[src/rtl/spi_master_gen2_if.sv]
// Host-side request/response signals plus the SPI wires of spi_master_gen2.
// The master modport is the DUT view; slave is the view of whatever drives it.
interface spi_master_gen2_if #(
    parameter int unsigned DATA_W = 8,
    parameter int unsigned NUM_CS = 2,
    parameter int unsigned DIV_W  = 8
);
    localparam int unsigned CS_W = (NUM_CS > 1) ? $clog2(NUM_CS) : 1;

    logic              start;
    logic [CS_W-1:0]   cs_sel;
    logic              cpol;
    logic              cpha;
    logic [DIV_W-1:0]  clk_div;
    logic [DATA_W-1:0] d_in;
    logic              Miso;
    logic              Mosi;
    logic              Sclk;
    logic [NUM_CS-1:0] Cs;
    logic [DATA_W-1:0] d_rec;
    logic              busy;
    logic              done;

    modport master (
        input  start, cs_sel, cpol, cpha, clk_div, d_in, Miso,
        output Mosi, Sclk, Cs, d_rec, busy, done
    );

    modport slave (
        output start, cs_sel, cpol, cpha, clk_div, d_in, Miso,
        input  Mosi, Sclk, Cs, d_rec, busy, done
    );
endinterface

[src/rtl/spi_master_gen2.sv]
// SPI master for all four cpol/cpha modes with a programmable Sclk half-period divider.
// Define SPI_MSB_FIRST_EN to shift MSB first; the default build shifts LSB first.
module spi_master_gen2 #(
    parameter int unsigned DATA_W = 8,
    parameter int unsigned NUM_CS = 2,
    parameter int unsigned DIV_W  = 8
) (
    input logic               clk,
    input logic               rst,
    spi_master_gen2_if.master bus
);
    localparam int unsigned CNT_W = $clog2(2 * DATA_W);

    typedef enum logic [1:0] {StIdle, StLead, StShift, StTrail} state_e;

    state_e            r_state;
    state_e            w_state_d;
    logic [DIV_W-1:0]  r_div_cnt;
    logic [DIV_W-1:0]  r_clk_div;
    logic [CNT_W-1:0]  r_bit_cnt;
    logic [DATA_W-1:0] r_tx;
    logic [DATA_W-1:0] r_rx;
    logic [DATA_W-1:0] r_drec;
    logic [NUM_CS-1:0] r_cs;
    logic              r_cpol;
    logic              r_cpha;
    logic              r_sclk;
    logic              r_mosi;
    logic              r_busy;
    logic              r_done;

    logic              w_sel_ok;
    logic              w_accept;
    logic              w_tick;
    logic              w_last_bit;
    logic              w_leading;
    logic              w_tx_bit;
    logic [DATA_W-1:0] w_tx_shift;
    logic [DATA_W-1:0] w_rx_shift;
    logic              w_din_bit;
    logic [DATA_W-1:0] w_din_shift;

    assign w_sel_ok   = 32'(bus.cs_sel) < NUM_CS;
    assign w_accept   = (r_state == StIdle) && bus.start && w_sel_ok;
    assign w_tick     = (r_state != StIdle) && (r_div_cnt == r_clk_div);
    assign w_last_bit = r_bit_cnt == CNT_W'(2 * DATA_W - 1);
    // Sclk still at its idle level means the coming toggle is a leading edge.
    assign w_leading  = r_sclk == r_cpol;

`ifdef SPI_MSB_FIRST_EN
    assign w_tx_bit    = r_tx[DATA_W-1];
    assign w_tx_shift  = {r_tx[DATA_W-2:0], 1'b0};
    assign w_rx_shift  = {r_rx[DATA_W-2:0], bus.Miso};
    assign w_din_bit   = bus.d_in[DATA_W-1];
    assign w_din_shift = {bus.d_in[DATA_W-2:0], 1'b0};
`else
    assign w_tx_bit    = r_tx[0];
    assign w_tx_shift  = {1'b0, r_tx[DATA_W-1:1]};
    assign w_rx_shift  = {bus.Miso, r_rx[DATA_W-1:1]};
    assign w_din_bit   = bus.d_in[0];
    assign w_din_shift = {1'b0, bus.d_in[DATA_W-1:1]};
`endif

    always_ff @(posedge clk or negedge rst) begin
        if (!rst) begin
            r_state <= StIdle;
        end else begin
            r_state <= w_state_d;
        end
    end

    always_comb begin
        w_state_d = r_state;
        unique case (r_state)
            StIdle:  if (w_accept) w_state_d = StLead;
            StLead:  if (w_tick) w_state_d = StShift;
            StShift: if (w_tick && w_last_bit) w_state_d = StTrail;
            StTrail: if (w_tick) w_state_d = StIdle;
            default: w_state_d = StIdle;
        endcase
    end

    always_ff @(posedge clk or negedge rst) begin
        if (!rst) begin
            r_div_cnt <= '0;
            r_clk_div <= '0;
            r_bit_cnt <= '0;
            r_tx      <= '0;
            r_rx      <= '0;
            r_drec    <= '0;
            r_cs      <= '1;
            r_cpol    <= 1'b0;
            r_cpha    <= 1'b0;
            r_sclk    <= 1'b0;
            r_mosi    <= 1'b0;
            r_busy    <= 1'b0;
            r_done    <= 1'b0;
        end else begin
            r_done <= 1'b0;
            if (w_accept) begin
                r_clk_div <= bus.clk_div;
                r_cpol    <= bus.cpol;
                r_cpha    <= bus.cpha;
                r_cs      <= ~(NUM_CS'(1) << bus.cs_sel);
                r_sclk    <= bus.cpol;
                r_busy    <= 1'b1;
                r_div_cnt <= '0;
                r_bit_cnt <= '0;
                r_rx      <= '0;
                // cpha=0 presents the first bit for the whole lead-in half-period.
                if (!bus.cpha) begin
                    r_mosi <= w_din_bit;
                    r_tx   <= w_din_shift;
                end else begin
                    r_mosi <= 1'b0;
                    r_tx   <= bus.d_in;
                end
            end else if (r_state != StIdle) begin
                r_div_cnt <= w_tick ? '0 : r_div_cnt + 1'b1;
                if (w_tick && (r_state == StShift)) begin
                    r_sclk    <= ~r_sclk;
                    r_bit_cnt <= w_last_bit ? '0 : r_bit_cnt + 1'b1;
                    // Sample edge: leading for cpha=0, trailing for cpha=1.
                    if (w_leading ^ r_cpha) begin
                        r_rx <= w_rx_shift;
                    end else begin
                        r_mosi <= w_tx_bit;
                        r_tx   <= w_tx_shift;
                    end
                end else if (w_tick && (r_state == StTrail)) begin
                    r_cs   <= '1;
                    r_drec <= r_rx;
                    r_done <= 1'b1;
                    r_busy <= 1'b0;
                    r_mosi <= 1'b0;
                end
            end
        end
    end

    assign bus.Mosi  = r_mosi;
    assign bus.Sclk  = r_sclk;
    assign bus.Cs    = r_cs;
    assign bus.d_rec = r_drec;
    assign bus.busy  = r_busy;
    assign bus.done  = r_done;
endmodule

[src/flat_wrapper.sv]
// flat-port wrapper written by rule: the top's interface ports become plain ports
module spi_master_gen2_flat 
#(
    parameter int unsigned DATA_W = 8,
    parameter int unsigned NUM_CS = 2,
    parameter int unsigned DIV_W  = 8
)
  (clk, rst, bus_start, bus_cs_sel, bus_cpol, bus_cpha, bus_clk_div, bus_d_in, bus_Miso, bus_Mosi, bus_Sclk, bus_Cs, bus_d_rec, bus_busy, bus_done);
  spi_master_gen2_if #(.DATA_W(DATA_W), .NUM_CS(NUM_CS), .DIV_W(DIV_W)) bus_i ();
  input logic clk;
  input logic rst;
  input wire logic [$bits(bus_i.start)-1:0] bus_start;
  input wire logic [$bits(bus_i.cs_sel)-1:0] bus_cs_sel;
  input wire logic [$bits(bus_i.cpol)-1:0] bus_cpol;
  input wire logic [$bits(bus_i.cpha)-1:0] bus_cpha;
  input wire logic [$bits(bus_i.clk_div)-1:0] bus_clk_div;
  input wire logic [$bits(bus_i.d_in)-1:0] bus_d_in;
  input wire logic [$bits(bus_i.Miso)-1:0] bus_Miso;
  output wire logic [$bits(bus_i.Mosi)-1:0] bus_Mosi;
  output wire logic [$bits(bus_i.Sclk)-1:0] bus_Sclk;
  output wire logic [$bits(bus_i.Cs)-1:0] bus_Cs;
  output wire logic [$bits(bus_i.d_rec)-1:0] bus_d_rec;
  output wire logic [$bits(bus_i.busy)-1:0] bus_busy;
  output wire logic [$bits(bus_i.done)-1:0] bus_done;
  assign bus_i.start = bus_start;
  assign bus_i.cs_sel = bus_cs_sel;
  assign bus_i.cpol = bus_cpol;
  assign bus_i.cpha = bus_cpha;
  assign bus_i.clk_div = bus_clk_div;
  assign bus_i.d_in = bus_d_in;
  assign bus_i.Miso = bus_Miso;
  assign bus_Mosi = bus_i.Mosi;
  assign bus_Sclk = bus_i.Sclk;
  assign bus_Cs = bus_i.Cs;
  assign bus_d_rec = bus_i.d_rec;
  assign bus_busy = bus_i.busy;
  assign bus_done = bus_i.done;
  spi_master_gen2 #(.DATA_W(DATA_W), .NUM_CS(NUM_CS), .DIV_W(DIV_W)) u_core (.clk(clk), .rst(rst), .bus(bus_i));
endmodule
[config.mk]
export PLATFORM = sky130hd
export DESIGN_NAME = spi_master_gen2_flat
export DESIGN_NICKNAME = d
export VERILOG_FILES = /design/src/rtl/spi_master_gen2_if.sv /design/src/rtl/spi_master_gen2.sv /design/src/flat_wrapper.sv
export SDC_FILE = /design/constraint.sdc
export NUM_CORES = 1
export LEC_CHECK = 0
export CAP_MARGIN = 40
export CORE_UTILIZATION = 35
export DETAILED_ROUTE_END_ITERATION = 7
export HOLD_SLACK_MARGIN = 0.1
export REMOVE_ABC_BUFFERS = 1
export SETUP_SLACK_MARGIN = 0.2
export SLEW_MARGIN = 20
export SYNTH_ARGS = -nofsm -noshare
export SYNTH_HDL_FRONTEND = slang
export SYNTH_SLANG_ARGS = --single-unit
[constraint.sdc]
create_clock -name clk -period 2.2 [get_ports clk]
set_clock_uncertainty 0.1 [all_clocks]
set_input_delay 0.44 -clock clk [delete_from_list [all_inputs] [get_ports clk]]
set_output_delay 0.44 -clock clk [all_outputs]
set_load 0.01 [all_outputs]
; ---- After elaboration in Yosys (flattened, before gate mapping)
; Index checks and enable logic that the tools add are counted.
[classes]
addsub = 2
n_mux = 41
n_reduce_logical = 19
eq_ne = 13
bitwise_logic = 5
n_shift = 1
[op_table]
columns = operator, n
row1 = 8-bit 2-to-1 mux, 12
row2 = 1-bit 2-to-1 mux, 16
row3 = 2-bit 2-to-1 mux, 8
row4 = 4-bit 2-to-1 mux, 4
row5 = 2-bit by 1-bit inequality test with 1-bit output (second input constant), 6
row6 = 3-bit AND reduction, 4
row7 = 2-bit nonzero test, 5
row8 = 8-bit by 1-bit adder with 8-bit output (second input constant), 1
row9 = 8-bit == test, 1
row10 = 2-bit one-hot mux with 4 select lines, 1
row11 = 4-bit AND reduction, 2
row12 = 1-bit logical AND, 5
row13 = 4-bit by 1-bit adder with 4-bit output (second input constant), 1
row14 = 2-bit == test (second input constant), 2
row15 = 4-bit == test (second input constant), 1
row16 = 3-bit by 2-bit inequality test with 1-bit output (second input constant), 1
row17 = 1-bit NOT, 3
row18 = 3-bit nonzero test, 1
row19 = 2-bit by 1-bit == test with 1-bit output (second input constant), 1
row20 = 2-bit zero test, 1
row21 = 2-bit NOT, 1
row22 = 2-bit AND reduction, 1
row23 = 1-bit by 1-bit left shift with 2-bit output (first input constant), 1
row24 = 1-bit == test, 1
row25 = 1-bit bitwise XOR, 1
[totals]
regBits = 54
word_cells = 95
in_bits = 23
out_inout_bits = 14

; ---- Logic depth before layout (Yosys ltp)
[depth]
word_depth = 7
mapped_depth = 7
depth_no_buf = 7

; ---- Worst setup path after synthesis
; OpenSTA, ideal clock, no wires.
[synth_path]
kind = register -> register
startpoint = reg u_core.r_state[0]
endpoint = reg u_core.r_state[1]
period_less_slack_ns = 2.146
setup_time_ns = 0.125
required_time_ns = 1.975
arrival_ns = 1.921
n_path_buf = 0
path_stages_with_launch = 7
slack_ns = 0.054
cell_sequence = dfrtp_1 -> inv_1 -> ha_1 -> nor3_1 -> and3_1 -> a2bb2oi_1 -> mux2_2
[synth_via]
elab_chain_cells = 5
word_cells_on_any_way = 14
cone_classes = 7 x eq/ne / 1 x mux / 6 x reduce/logical
[synth_lines]
columns = item, line_no
row1 = from (decl), spi_master_gen2.sv:16  ; state_e r_state;
row2 = from (signal assigned), spi_master_gen2.sv:66  ; r_state <= StIdle;
row3 = from (signal assigned), spi_master_gen2.sv:68  ; r_state <= w_state_d;
row4 = 2-bit nonzero test, spi_master_gen2.sv:45  ; assign w_tick = (r_state != StIdle) && (r_div_cnt == r_clk_div);
row5 = 1-bit logical AND, spi_master_gen2.sv:45
row6 = 1-bit logical AND, spi_master_gen2.sv:77  ; StShift: if (w_tick && w_last_bit) w_state_d = StTrail;
row7 = 2-bit by 1-bit inequality test with 1-bit output (no line), -
row8 = 4-bit AND reduction (no line), -
; Parallel ways exist; a longest one is shown, timed or not.
; A chain may end at the register's enable or synchronous reset.

; ---- Worst setup path after layout
[layout_path]
startpoint = reg u_core.r_clk_div[1]
endpoint = reg u_core.r_bit_cnt[2]
[layout_via]
elab_chain_cells = 5
[layout_lines]
columns = item, line_no
row1 = from (decl), spi_master_gen2.sv:19  ; logic [DIV_W-1:0] r_clk_div;
row2 = from (signal assigned), spi_master_gen2.sv:101  ; r_clk_div <= bus.clk_div;
row3 = 8-bit == test, spi_master_gen2.sv:45
row4 = 1-bit logical AND, spi_master_gen2.sv:45
row5 = 1-bit logical AND, spi_master_gen2.sv:120  ; if (w_tick && (r_state == StShift)) begin
row6 = 2-bit nonzero test (no line), -
row7 = 2-bit AND reduction (no line), -
row8 = to (signal assigned), spi_master_gen2.sv:122  ; r_bit_cnt <= w_last_bit ? '0 : r_bit_cnt + 1'b1;
row9 = to (decl), spi_master_gen2.sv:20  ; logic [CNT_W-1:0] r_bit_cnt;
; No other way between the ends.

==> out/qor.yml <==
status: "finished clean"
critPathKind: "flip-flop to flip-flop"
yosysTopAreaCell: "dfrtp_1"
cpMostUsedCell: "buf_6"
relSlewSlack_pct: 66.8
post-route-period-util_pct: 89.2
seq_area_um2: 1360
finalWeightedCongestion: 0.755
cts.clk_slew.worst_paths_ps: 100
final_util_pct: 48.2
dpl.hpwl_um: 3560
crit_slowest_cell: "dfrtp_1"
async_reset_ff_share_pct: 100
grt_pass1_wl_um: 8800
seqPwrFrac_pct: 37.4
synth_edf_count: 0
cts_made_buffers: 5
clockPowerShare_pct: 16.3
hold_path_depth: 1
syn_area_um2: 2620
hold_path_class: "flip-flop to flip-flop"
ys_seq_area_share_pct: 51.6
synth_most_common_cell: "dfrtp_1"
internal_power_w: 0.00256
critical_path.reg2reg.startpoint: "u_core.r_clk_div[1]$_DFFE_PN0P_"
arrival_ps: 2100
ant_nets: 0
powerDensity_nw_per_um2: 1160
timing.final.ws_setup_ps: 238
critPathLaunchType: "flip-flop"
avgSynthCellArea_um2: 10.3
peakVddDrop_mv: 0.358
synth_common_cells: "dfrtp_1 (52), nand2_1 (40), nor2_1 (18)"
nFillCells: 713
slowest_delay_ps: 400
floorplan.initialDensity_pct: 36.2
hold_start: "u_core.bus.busy$_DFFE_PN0P_"
yosys_warnings: 0
cts_tree: "built"
wirelength_um: 5300
grt-ovfl-total: 0
first_iter_violations: 83
fmax_ghz: 0.510
worstSkewPairLatency_ps: 310
max-cap-violations: 0
die-height_um: 88.6
layout.nets: 339
critPathCaptureType: "flip-flop"
rows: 31
post-place-ws_ps: 58.3
worstSetupPathDepth: 7
clock-root-buffer: "clkbuf_8"
port-buffer-count: 36
die_w_um: 88.6
clockBufferDepth: 2
p_leak_nw: 1.65
vias_per_cell: 4.88
holdPathEnd: "u_core.bus.busy$_DFFE_PN0P_"
tns_ps: 0
finalHoldViolCount: 0
required_ps: 2340
avgRoutedWirePerCell_um: 12.9
rsz0062_at_grt: "true"
layout-drive-gt1-share_pct: 19.6
critPathLaunch: "u_core.r_clk_div[1]$_DFFE_PN0P_"
ys_seq_elements: 54
path_buf_inv: 2
pwr-share-comb_pct: 46.4
swShare_pct: 36.6
ff2ff_setup_slack_ps: 240
grt_pass1_vias: 1880
regToRegEndpoint: "u_core.r_bit_cnt[2]$_DFFE_PN0P_"
grt_usage_pct: 14.3
synth.area.top_cells: "dfrtp_1 (50%), mux2i_1 (6.1%), nand2_1 (5.7%)"
multi_input_area_um2: 1310
vias: 2001
r2r.worst_path.cells: 7
period_minus_slack_ps: 1960
yosys_most_used_dff: "dfrtp_1"
antenna_found_initial: 0
slew_violations: 0
drc: 0
htreeDepth: 2
synth_top_area_share_pct: 49.6
dieArea_um2: 7840
cts.sinks: 54
crit_chain: "xor2_1 > nor4_4 > buf_6 > nand4_4 > buf_6 > or3_1 > a21oi_1"
dr.pass1.iters: 4
path_max_fanout: 6
cp_top_family: "simple AND/OR/NAND/NOR gates"
grt_max_degree: 55
yosysUniqueCellTypes: 40
design.core.area_um2: 7250
syn_to_final_growth_pct: 33.3
worst_pin_slew_ps: 496
power.switching_w: 0.00148
pin_count: 37
antennaDiodeCount: 0
netlist_instances: 254
finalSetupViolations: 0
[layout make-up]
cell class	instances	area share, %
clock buffers	6	2.08
clock inverters	2	1.07
inverters	9	0.966
multi-input cells	182	37.6
flip-flops and latches	54	38.8
well taps	99	3.54
repair buffers	58	16.0
[how the worst max path moves through the flow]
| stage | endpoint | slack (ps) |
|---|---|---|
| 6_report | u_core.r_bit_cnt[2]$_DFFE_PN0P_ | 240 |
| 5_1_grt | u_core.r_bit_cnt[2]$_DFFE_PN0P_ | 130 |
| 4_1_cts | u_core.r_rx[6]$_DFFE_PN0P_ | 170 |
| 3_5_place_dp | u_core.r_state[1]$_DFFE_PN0P_ | 60 |
| 3_3_place_gp | u_core.r_state[1]$_DFFE_PN0P_ | 140 |
| 2_1_floorplan | u_core.r_state[1]$_DFFE_PN0P_ | 50 |
[through the flow]
stage               instance area, um^2  cells  power, W  hold WS [ps]
global placement                   3160    390   0.00296           362
CTS                                3320    401   0.00374           396
detailed placement                 3160    390   0.00299           356
global route                       3500    410   0.00433           416
finish                             3500    410   0.00404           392
floorplan                          2580    245   0.00244          44.4
[timing repair]
item | 4_1_cts | 5_1_grt
hold buffers | 1 | 0
pin swaps | 3 | 9
setup endpoints to repair | 26 | 24
setup buffers | 2 | 9
endpoints found under the hold margin | 52 | 0
resized for setup | 7 | 18
[per-layer routing]
metal | GRT usage [%] | vias to the layer above | part of all wire, % | wire (um)
li1 | - | 987 | - | -
met1 | 19.6 | 977 | 47 | 2480
met2 | 23.4 | 32 | 49 | 2610
met3 | 2.61 | 5 | 2.7 | 142
met4 | 3.96 | 0 | 1.3 | 67
met5 | 0 | - | 0 | 0
[cells in the final DEF (no fill, tap or decap), types with 2 or more instances in the layout]
master           synthesis  final
nand4_4                  1      2
nand3_1                 12     12
nor2b_1                 10     10
nor4_4                   1      2
xor2_2                   0      3
clkdlybuf4s50_1          0     35
dfstp_2                  2      2
a211oi_1                 7      7
buf_4                    0     16
mux2i_1                 16     15
inv_1                    9      9
mux2_2                   9      8
nor2_1                  18     18
o21ai_0                 10     10
nand2_1                 40     40
buf_6                    1      3
or3_1                    2      2
xor2_1                   9      6
a21oi_1                 16     16
nor3_2                   0      2
dfrtp_1                 52     51
xnor2_1                  2      2
buf_12                   0      2
clkbuf_8                 0      5
ha_1                     6      5
[logic make-up after synthesis]
family / Yosys count / synth area share [%]
xor+xnor: 12 / 4.53
buf+inv: 18 / 2.86
flops: 54 / 51.6
fa+ha+maj: 6 / 2.86
compound gates: 43 / 10.0
simple gates: 96 / 18.1
mux: 25 / 9.97
[power by group through the flow]
stage	logic (W)	registers [W]	clock network (W)
6_report	0.00188	0.00151	0.000657
5_1_grt	0.00206	0.00155	0.000719
3_3_place_gp	0.00143	0.00153	0
3_5_place_dp	0.00146	0.00153	0
2_1_floorplan	0.000933	0.00151	0
4_1_cts	0.00156	0.00150	0.000679
[worst register-to-register path: cells and delay by family, from the launching register on]
kind	cells	cell delay (ps)
AND/OR/NAND/NOR	3	770
XOR/XNOR	1	190
AO/OA/AOI/OAI	1	120
buffers and inverters	2	330
flip-flops	1	400
[registers in the layout, summed over array words and instances (netlist names)]
name and flops:
u_core.r_tx 8, u_core.r_rx 8, u_core.bus.busy 1, u_core.r_state 2, u_core.bus.Cs 2, u_core.bus.Mosi 1
u_core.r_cpol 1, u_core.bus.done 1, u_core.r_div_cnt 8, u_core.bus.Sclk 1, u_core.bus.d_rec 8, u_core.r_bit_cnt 4
u_core.r_cpha 1, u_core.r_clk_div 8
(Power assumes the default switching activity.)
